### config.mk
export PLATFORM = sky130hd
export DESIGN_NAME = wallace_pipe_flat
export DESIGN_NICKNAME = d
export VERILOG_FILES = /design/src/rtl/wallace_pipe_if.sv /design/src/rtl/wallace_pipe.sv /design/src/flat_wrapper.sv
export SDC_FILE = /design/constraint.sdc
export NUM_CORES = 1
export LEC_CHECK = 0
export ABC_AREA = 0
export ABC_CLOCK_PERIOD_IN_PS = 4300
export BUFFER_PORTS_ARGS = -buffer_cell sky130_fd_sc_hd__buf_4
export CORE_AREA = 4 4 286 288
export DETAILED_ROUTE_END_ITERATION = 6
export DIE_AREA = 0 0 290 292
export SLEW_MARGIN = 15
export SYNTH_ARGS = -nofsm -noshare
export SYNTH_HDL_FRONTEND = slang
export SYNTH_SLANG_ARGS = --single-unit
### constraint.sdc
create_clock -name Clk_CI -period 4.3 [get_ports Clk_CI]
set_input_delay 0.86 -clock Clk_CI [delete_from_list [all_inputs] [get_ports Clk_CI]]
set_output_delay 0.86 -clock Clk_CI [all_outputs]
set_load 0.005 [all_outputs]
### src/rtl/wallace_pipe_if.sv
// Handshake bundle for the carry-save reduction tree: input rows with tag
// and flush on one side, reduced sum/carry pair with tag on the other.
//   master: producer/consumer side (drives rows, flush, Out_ready_SI)
//   slave : the reduction tree itself
interface wallace_pipe_if #(
    parameter int C_WIDTH  = 49,
    parameter int C_NUM_PP = 13,
    parameter int C_TAG_W  = 4
);
    logic                          Flush_SI;
    logic                          In_valid_SI;
    logic                          In_ready_SO;
    logic [C_NUM_PP*C_WIDTH-1:0]   Pp_DI;
    logic [C_TAG_W-1:0]            Tag_DI;
    logic                          Out_valid_SO;
    logic                          Out_ready_SI;
    logic [C_WIDTH-1:0]            Pp_sum_DO;
    logic [C_WIDTH-1:0]            Pp_carry_DO;
    logic                          MSB_cor_DO;
    logic [C_TAG_W-1:0]            Tag_DO;

    modport master (
        output Flush_SI, In_valid_SI, Pp_DI, Tag_DI, Out_ready_SI,
        input  In_ready_SO, Out_valid_SO, Pp_sum_DO, Pp_carry_DO,
               MSB_cor_DO, Tag_DO
    );

    modport slave (
        input  Flush_SI, In_valid_SI, Pp_DI, Tag_DI, Out_ready_SI,
        output In_ready_SO, Out_valid_SO, Pp_sum_DO, Pp_carry_DO,
               MSB_cor_DO, Tag_DO
    );
endinterface

### src/rtl/wallace_pipe.sv
// Pipelined 3:2 carry-save reduction tree: C_NUM_PP rows -> sum/carry pair.
// Ports: Clk_CI, Rst_RI (sync, active high), bus (wallace_pipe_if.slave):
//   rows+tag in with valid/ready and flush; sum, unshifted carry, MSB
//   correction flag and tag out with valid/ready.
module wallace_pipe #(
    parameter int C_WIDTH  = 49,
    parameter int C_NUM_PP = 13,
    parameter int C_STAGES = 2,
    parameter int C_TAG_W  = 4
) (
    input logic           Clk_CI,
    input logic           Rst_RI,
    wallace_pipe_if.slave bus
);

    function automatic int next_rows(input int r);
        return 2 * (r / 3) + r % 3;
    endfunction

    function automatic int num_levels();
        int r = C_NUM_PP;
        int n = 0;
        while (r > 2) begin
            r = next_rows(r);
            n++;
        end
        return n;
    endfunction

    localparam int C_LEVELS = num_levels();

    function automatic int rows_at(input int l);
        int r = C_NUM_PP;
        for (int i = 0; i < l; i++) r = next_rows(r);
        return r;
    endfunction

    // Stage k sits after level ceil(k*L/S); 0 means no register there.
    function automatic int stage_at(input int l);
        int s = 0;
        for (int k = 1; k <= C_STAGES; k++)
            if ((k * C_LEVELS + C_STAGES - 1) / C_STAGES == l) s = k;
        return s;
    endfunction

    typedef logic [C_NUM_PP-1:0][C_WIDTH-1:0] rows_t;

    // Node l is the state after tree level l (node 0 = block input).
    rows_t              nd_rows [0:C_LEVELS];
    logic               nd_cor  [0:C_LEVELS];
    logic               nd_vld  [0:C_LEVELS];
    logic               nd_rdy  [0:C_LEVELS];
    logic [C_TAG_W-1:0] nd_tag  [0:C_LEVELS];

    assign nd_rows[0]        = bus.Pp_DI;
    assign nd_cor[0]         = 1'b0;
    assign nd_vld[0]         = bus.In_valid_SI;
    assign nd_tag[0]         = bus.Tag_DI;
    assign nd_rdy[C_LEVELS]  = bus.Out_ready_SI;

    generate
        for (genvar l = 1; l <= C_LEVELS; l++) begin : g_lvl
            localparam int R  = rows_at(l - 1);
            localparam int G  = R / 3;
            localparam int RN = next_rows(R);
            localparam int S  = stage_at(l);
            localparam bit LAST = (l == C_LEVELS);

            rows_t      red;
            logic [G-1:0] lost;
            logic       red_cor;
            logic       unused_lvl;

            // Rows beyond R are zero fillers of the shared array type.
            assign unused_lvl = ^nd_rows[l-1];

            for (genvar g = 0; g < G; g++) begin : g_csa
                logic [C_WIDTH-1:0] a, b, c, cy;
                assign a  = nd_rows[l-1][3*g];
                assign b  = nd_rows[l-1][3*g+1];
                assign c  = nd_rows[l-1][3*g+2];
                assign cy = (a & b) | (a & c) | (b & c);
                assign red[2*g] = a ^ b ^ c;
                if (LAST) begin : g_fin
                    // Final carry leaves unshifted; its top bit survives.
                    assign red[2*g+1] = cy;
                    assign lost[g]    = 1'b0;
                end else begin : g_mid
                    assign red[2*g+1] = {cy[C_WIDTH-2:0], 1'b0};
                    assign lost[g]    = cy[C_WIDTH-1];
                end
            end

            for (genvar j = 2 * G; j < C_NUM_PP; j++) begin : g_pass
                if (j < RN) begin : g_row
                    assign red[j] = nd_rows[l-1][j + G];
                end else begin : g_zero
                    assign red[j] = '0;
                end
            end

            assign red_cor = nd_cor[l-1] | (|lost);

            if (S == 0) begin : g_comb
                assign nd_rows[l]  = red;
                assign nd_cor[l]   = red_cor;
                assign nd_vld[l]   = nd_vld[l-1];
                assign nd_tag[l]   = nd_tag[l-1];
                assign nd_rdy[l-1] = nd_rdy[l];
            end else begin : g_reg
                rows_t              rows_q;
                logic               cor_q;
                logic               vld_q;
                logic [C_TAG_W-1:0] tag_q;
                logic               load;

                assign nd_rdy[l-1] = !vld_q || nd_rdy[l];
                assign load        = nd_vld[l-1] && nd_rdy[l-1];

                always_ff @(posedge Clk_CI) begin
                    if (Rst_RI) begin
                        vld_q  <= 1'b0;
                        rows_q <= '0;
                        cor_q  <= 1'b0;
                        tag_q  <= '0;
                    end else if (bus.Flush_SI) begin
                        vld_q <= 1'b0;
                    end else begin
                        if (nd_rdy[l-1]) vld_q <= nd_vld[l-1];
                        // Data moves only on a real transfer.
                        if (load) begin
                            rows_q <= red;
                            cor_q  <= red_cor;
                            tag_q  <= nd_tag[l-1];
                        end
                    end
                end

                assign nd_rows[l] = rows_q;
                assign nd_cor[l]  = cor_q;
                assign nd_vld[l]  = vld_q;
                assign nd_tag[l]  = tag_q;
            end
        end

        if (C_STAGES == 0) begin : g_nopipe
            logic unused_ctl;
            assign unused_ctl      = Clk_CI ^ Rst_RI ^ bus.Flush_SI;
            assign bus.In_ready_SO = nd_rdy[0];
        end else begin : g_pipe
            assign bus.In_ready_SO = nd_rdy[0] && !bus.Flush_SI;
        end
    endgenerate

    logic unused_out;
    assign unused_out = ^nd_rows[C_LEVELS];

    assign bus.Out_valid_SO = nd_vld[C_LEVELS];
    assign bus.Pp_sum_DO    = nd_rows[C_LEVELS][0];
    assign bus.Pp_carry_DO  = nd_rows[C_LEVELS][1];
    assign bus.MSB_cor_DO   = nd_cor[C_LEVELS];
    assign bus.Tag_DO       = nd_tag[C_LEVELS];

endmodule

### src/flat_wrapper.sv
// flat-port wrapper written by rule: the top's interface ports become plain ports
module wallace_pipe_flat 
#(
    parameter int C_WIDTH  = 49,
    parameter int C_NUM_PP = 13,
    parameter int C_STAGES = 2,
    parameter int C_TAG_W  = 4
)
  (Clk_CI, Rst_RI, bus_Flush_SI, bus_In_valid_SI, bus_Pp_DI, bus_Tag_DI, bus_Out_ready_SI, bus_In_ready_SO, bus_Out_valid_SO, bus_Pp_sum_DO, bus_Pp_carry_DO, bus_MSB_cor_DO, bus_Tag_DO);
  wallace_pipe_if #(.C_WIDTH(C_WIDTH), .C_NUM_PP(C_NUM_PP), .C_TAG_W(C_TAG_W)) bus_i ();
  input logic Clk_CI;
  input logic Rst_RI;
  input wire logic [$bits(bus_i.Flush_SI)-1:0] bus_Flush_SI;
  input wire logic [$bits(bus_i.In_valid_SI)-1:0] bus_In_valid_SI;
  input wire logic [$bits(bus_i.Pp_DI)-1:0] bus_Pp_DI;
  input wire logic [$bits(bus_i.Tag_DI)-1:0] bus_Tag_DI;
  input wire logic [$bits(bus_i.Out_ready_SI)-1:0] bus_Out_ready_SI;
  output wire logic [$bits(bus_i.In_ready_SO)-1:0] bus_In_ready_SO;
  output wire logic [$bits(bus_i.Out_valid_SO)-1:0] bus_Out_valid_SO;
  output wire logic [$bits(bus_i.Pp_sum_DO)-1:0] bus_Pp_sum_DO;
  output wire logic [$bits(bus_i.Pp_carry_DO)-1:0] bus_Pp_carry_DO;
  output wire logic [$bits(bus_i.MSB_cor_DO)-1:0] bus_MSB_cor_DO;
  output wire logic [$bits(bus_i.Tag_DO)-1:0] bus_Tag_DO;
  assign bus_i.Flush_SI = bus_Flush_SI;
  assign bus_i.In_valid_SI = bus_In_valid_SI;
  assign bus_i.Pp_DI = bus_Pp_DI;
  assign bus_i.Tag_DI = bus_Tag_DI;
  assign bus_i.Out_ready_SI = bus_Out_ready_SI;
  assign bus_In_ready_SO = bus_i.In_ready_SO;
  assign bus_Out_valid_SO = bus_i.Out_valid_SO;
  assign bus_Pp_sum_DO = bus_i.Pp_sum_DO;
  assign bus_Pp_carry_DO = bus_i.Pp_carry_DO;
  assign bus_MSB_cor_DO = bus_i.MSB_cor_DO;
  assign bus_Tag_DO = bus_i.Tag_DO;
  wallace_pipe #(.C_WIDTH(C_WIDTH), .C_NUM_PP(C_NUM_PP), .C_STAGES(C_STAGES), .C_TAG_W(C_TAG_W)) u_core (.Clk_CI(Clk_CI), .Rst_RI(Rst_RI), .bus(bus_i));
endmodule
==> metrics <==
status=complete, no violations; Seq cells post-synth=302; max incr delay on CP=0.62 ns; CP top delay family=simple AND/OR/NAND/NOR gates; hold path start=u_core.bus.Pp_carry_DO[15]$_SDFFE_PP0P_; Crit. End Element=primary output; most frequent cells after synthesis=530 x fa_1, 507 x inv_1, 392 x nand2b_1, 302 x dfxtp_1, 195 x mux2i_1; worst slew pin tran=0.9866 ns; Worst Path Buf+Inv=2; Area contributors post-synth=fa_1 42%, dfxtp_1 24%, nand2b_1 9.7%; die area=84680 sq um; GP Congestion=0.9624; number of iterations in the first detailed-routing pass=4; CTS resizes=0; register area share after synthesis=23.90%; largest net degree at the start of global routing=144; fin area=33290 sq um; worst-skew pair later-pin latency=0.53 ns; Crit path arrival time=1.95 ns; post-synth top area share=41.94%; Syn Nets=3561; Hold-fix buffers, CTS=0; clk root buf=clkbuf_16; Core Rows=103; Nets=4255; crit path kind=primary input to primary output; vias per cell=4.293; FFs w/ async S/R, synth=0%; # Post-CTS Setup Buffers=0; DRC viols=0; min cycle time layout=2.813 ns; vias in the first global route=20470; CP Cell Sequence=buf_4, and2b_4, a21oi_1, buf_4; global-route wire length before repair=114400 um; IO Pins=751; most common cell in the netlist=fa_1; clk slew on worst S/H paths=0.06 ns; final HPWL from detailed placement=59630 um; CTS buffer count=38; P&R area growth vs syn=31.59%; Worst path most repeated cell=buf_4; YS warnings=0; maximum root-to-sink buffer count=3; die span in x=290 um; pwr dens=322.7 nW/um^2; Worst Setup Start Kind=primary input; total wire length=72770 um; initial core utilization=32.07%; clk sink count=302; Wirelength per Cell=17.52 um; Leak=15.61 nW; Avg Cell Area, Syn=10.63 sq um; final number of max-transition violations=0; Setup violations, final=0; DP Area=31960 sq um; Starting DRT DRC Count=774; Achievable Freq=355.5 MHz; CP Launch Point=bus_Out_ready_SI; Hold Path Class=flop to flop; Post-synth EDFFs=0; core area=78870 sq um; Routed Antenna Nets=0; Synth area leader=fa_1; clk_skew=0.01047 ns; ys flop type=dfxtp_1; CTS tree=built; Fin. Hold Viols=0; total gr overflow=0; Die Span Y=292 um; Max-Slew Margin vs Limit=34.23%; final core occ=42.20%; Cells after Synth=2379; max cap viols=0; Crit Path Max Fanout=45; initial antenna violation count=1; reg2reg start=u_core.bus.Out_valid_SO$_SDFFE_PP0P_; Worst path slowest cell=and2b_4; Mapped Area=25300 sq um; RSZ-0062 raised after global routing=no; Worst EP required=3.44 ns; hold slack final=0.4736 ns; final period utilization=65.42%; layout cells sized above 1=27.24%; total via count in the routed design=17830; total negative slack=0 ns; Synth cell types=27; Total GRT Usage=17.04%; peak supply drop=0.0001921 V; Port Buf Inserts=749; number of H-tree levels=2
==> final timing paths <==
check | end | slack [ns] | cells past startpoint
max | bus_In_ready_SO | 1.49 | 4
min | u_core.bus.Pp_carry_DO[15]$_SDFFE_PP0P_ | 0.47 | 2
max reg2reg | u_core.bus.Out_valid_SO$_SDFFE_PP0P_ | 2.01 | 4
min reg2reg | u_core.bus.Pp_carry_DO[15]$_SDFFE_PP0P_ | 0.47 | 2
==> cell families after synthesis <==
family / share of synthesized area, %
and+or+nand+nor: 11.99
other: 0.01482
AOI/OAI and AO/OA: 4.229
adders and majority gates: 42.24
buffers and inverters: 9.903
muxes: 7.716
DFF: 23.90
==> worst min-delay path: stages, from the launching register on <==
cell and delay (ns):
dfxtp_1 0.30, o21ai_0 0.06, a21oi_1 0.06
==> metrics by stage <==
step,power [mW],instances,worst slack [ns]
after detailed placement,7.521,4083,1.290
after global placement,7.502,4083,1.318
after global routing,11.70,4153,1.391
after CTS,11.02,4152,1.433
after floorplan,5.925,2379,1.486
final,10.74,4153,1.487
==> sequential cells by signal, indices dropped and copies added (netlist names) <==
register,count
u_core.bus.MSB_cor_DO,1
u_core.bus.Out_valid_SO,1
u_core.bus.Pp_carry_DO,48
u_core.bus.Pp_sum_DO,49
u_core.bus.Tag_DO,4
u_core.g_lvl.g_csa.a,49
u_core.g_lvl.g_csa.b,48
u_core.g_lvl.g_csa.c,96
u_core.g_lvl.g_reg.cor_q,1
u_core.g_lvl.g_reg.tag_q,4
u_core.g_lvl.g_reg.vld_q,1
==> cell type report <==
cell class | instances | area [sq um]
clock inverter | 18 | 212.7
fill | 7767 | 45580
sequential | 302 | 6046
multi-input combinational | 1448 | 16770
clock buffer | 51 | 1114
tap | 1050 | 1314
timing repair buffer | 776 | 5921
antenna | 1 | 2.502
inverter | 507 | 1903
==> power breakdown <==
group          switching [mW]  internal, mW  total, mW  leakage (nW)
combinational            1.98          2.05       4.02          12.5
clock                    1.30          2.07       3.37         0.654
sequential              0.236          3.11       3.35          2.46
==> layout by cell type (no fill, tap or decap), drive strengths merged, types with 2 or more instances in the layout <==
cell and n:
buf 776, fa 530, inv 509, nand2b 392, dfxtp 302, mux2i 195, a21oi 104, nand3 101
o21ai 101, clkbuf 51, clkinv 10, ha 6, nor3 4, bufinv 4, a31oi 2, a211oi 2
clkinvlp 2
==> layer usage <==
metal | track usage (%) | vias up | share of wire (%)
met5 | 0 | - | 0
met1 | 20.83 | 8794 | 40
met2 | 30.49 | 456 | 52
li1 | - | 8502 | -
met3 | 4.350 | 76 | 6.3
met4 | 3.490 | 0 | 1.9
No activity file was read; power rests on OpenSTA's default activity.
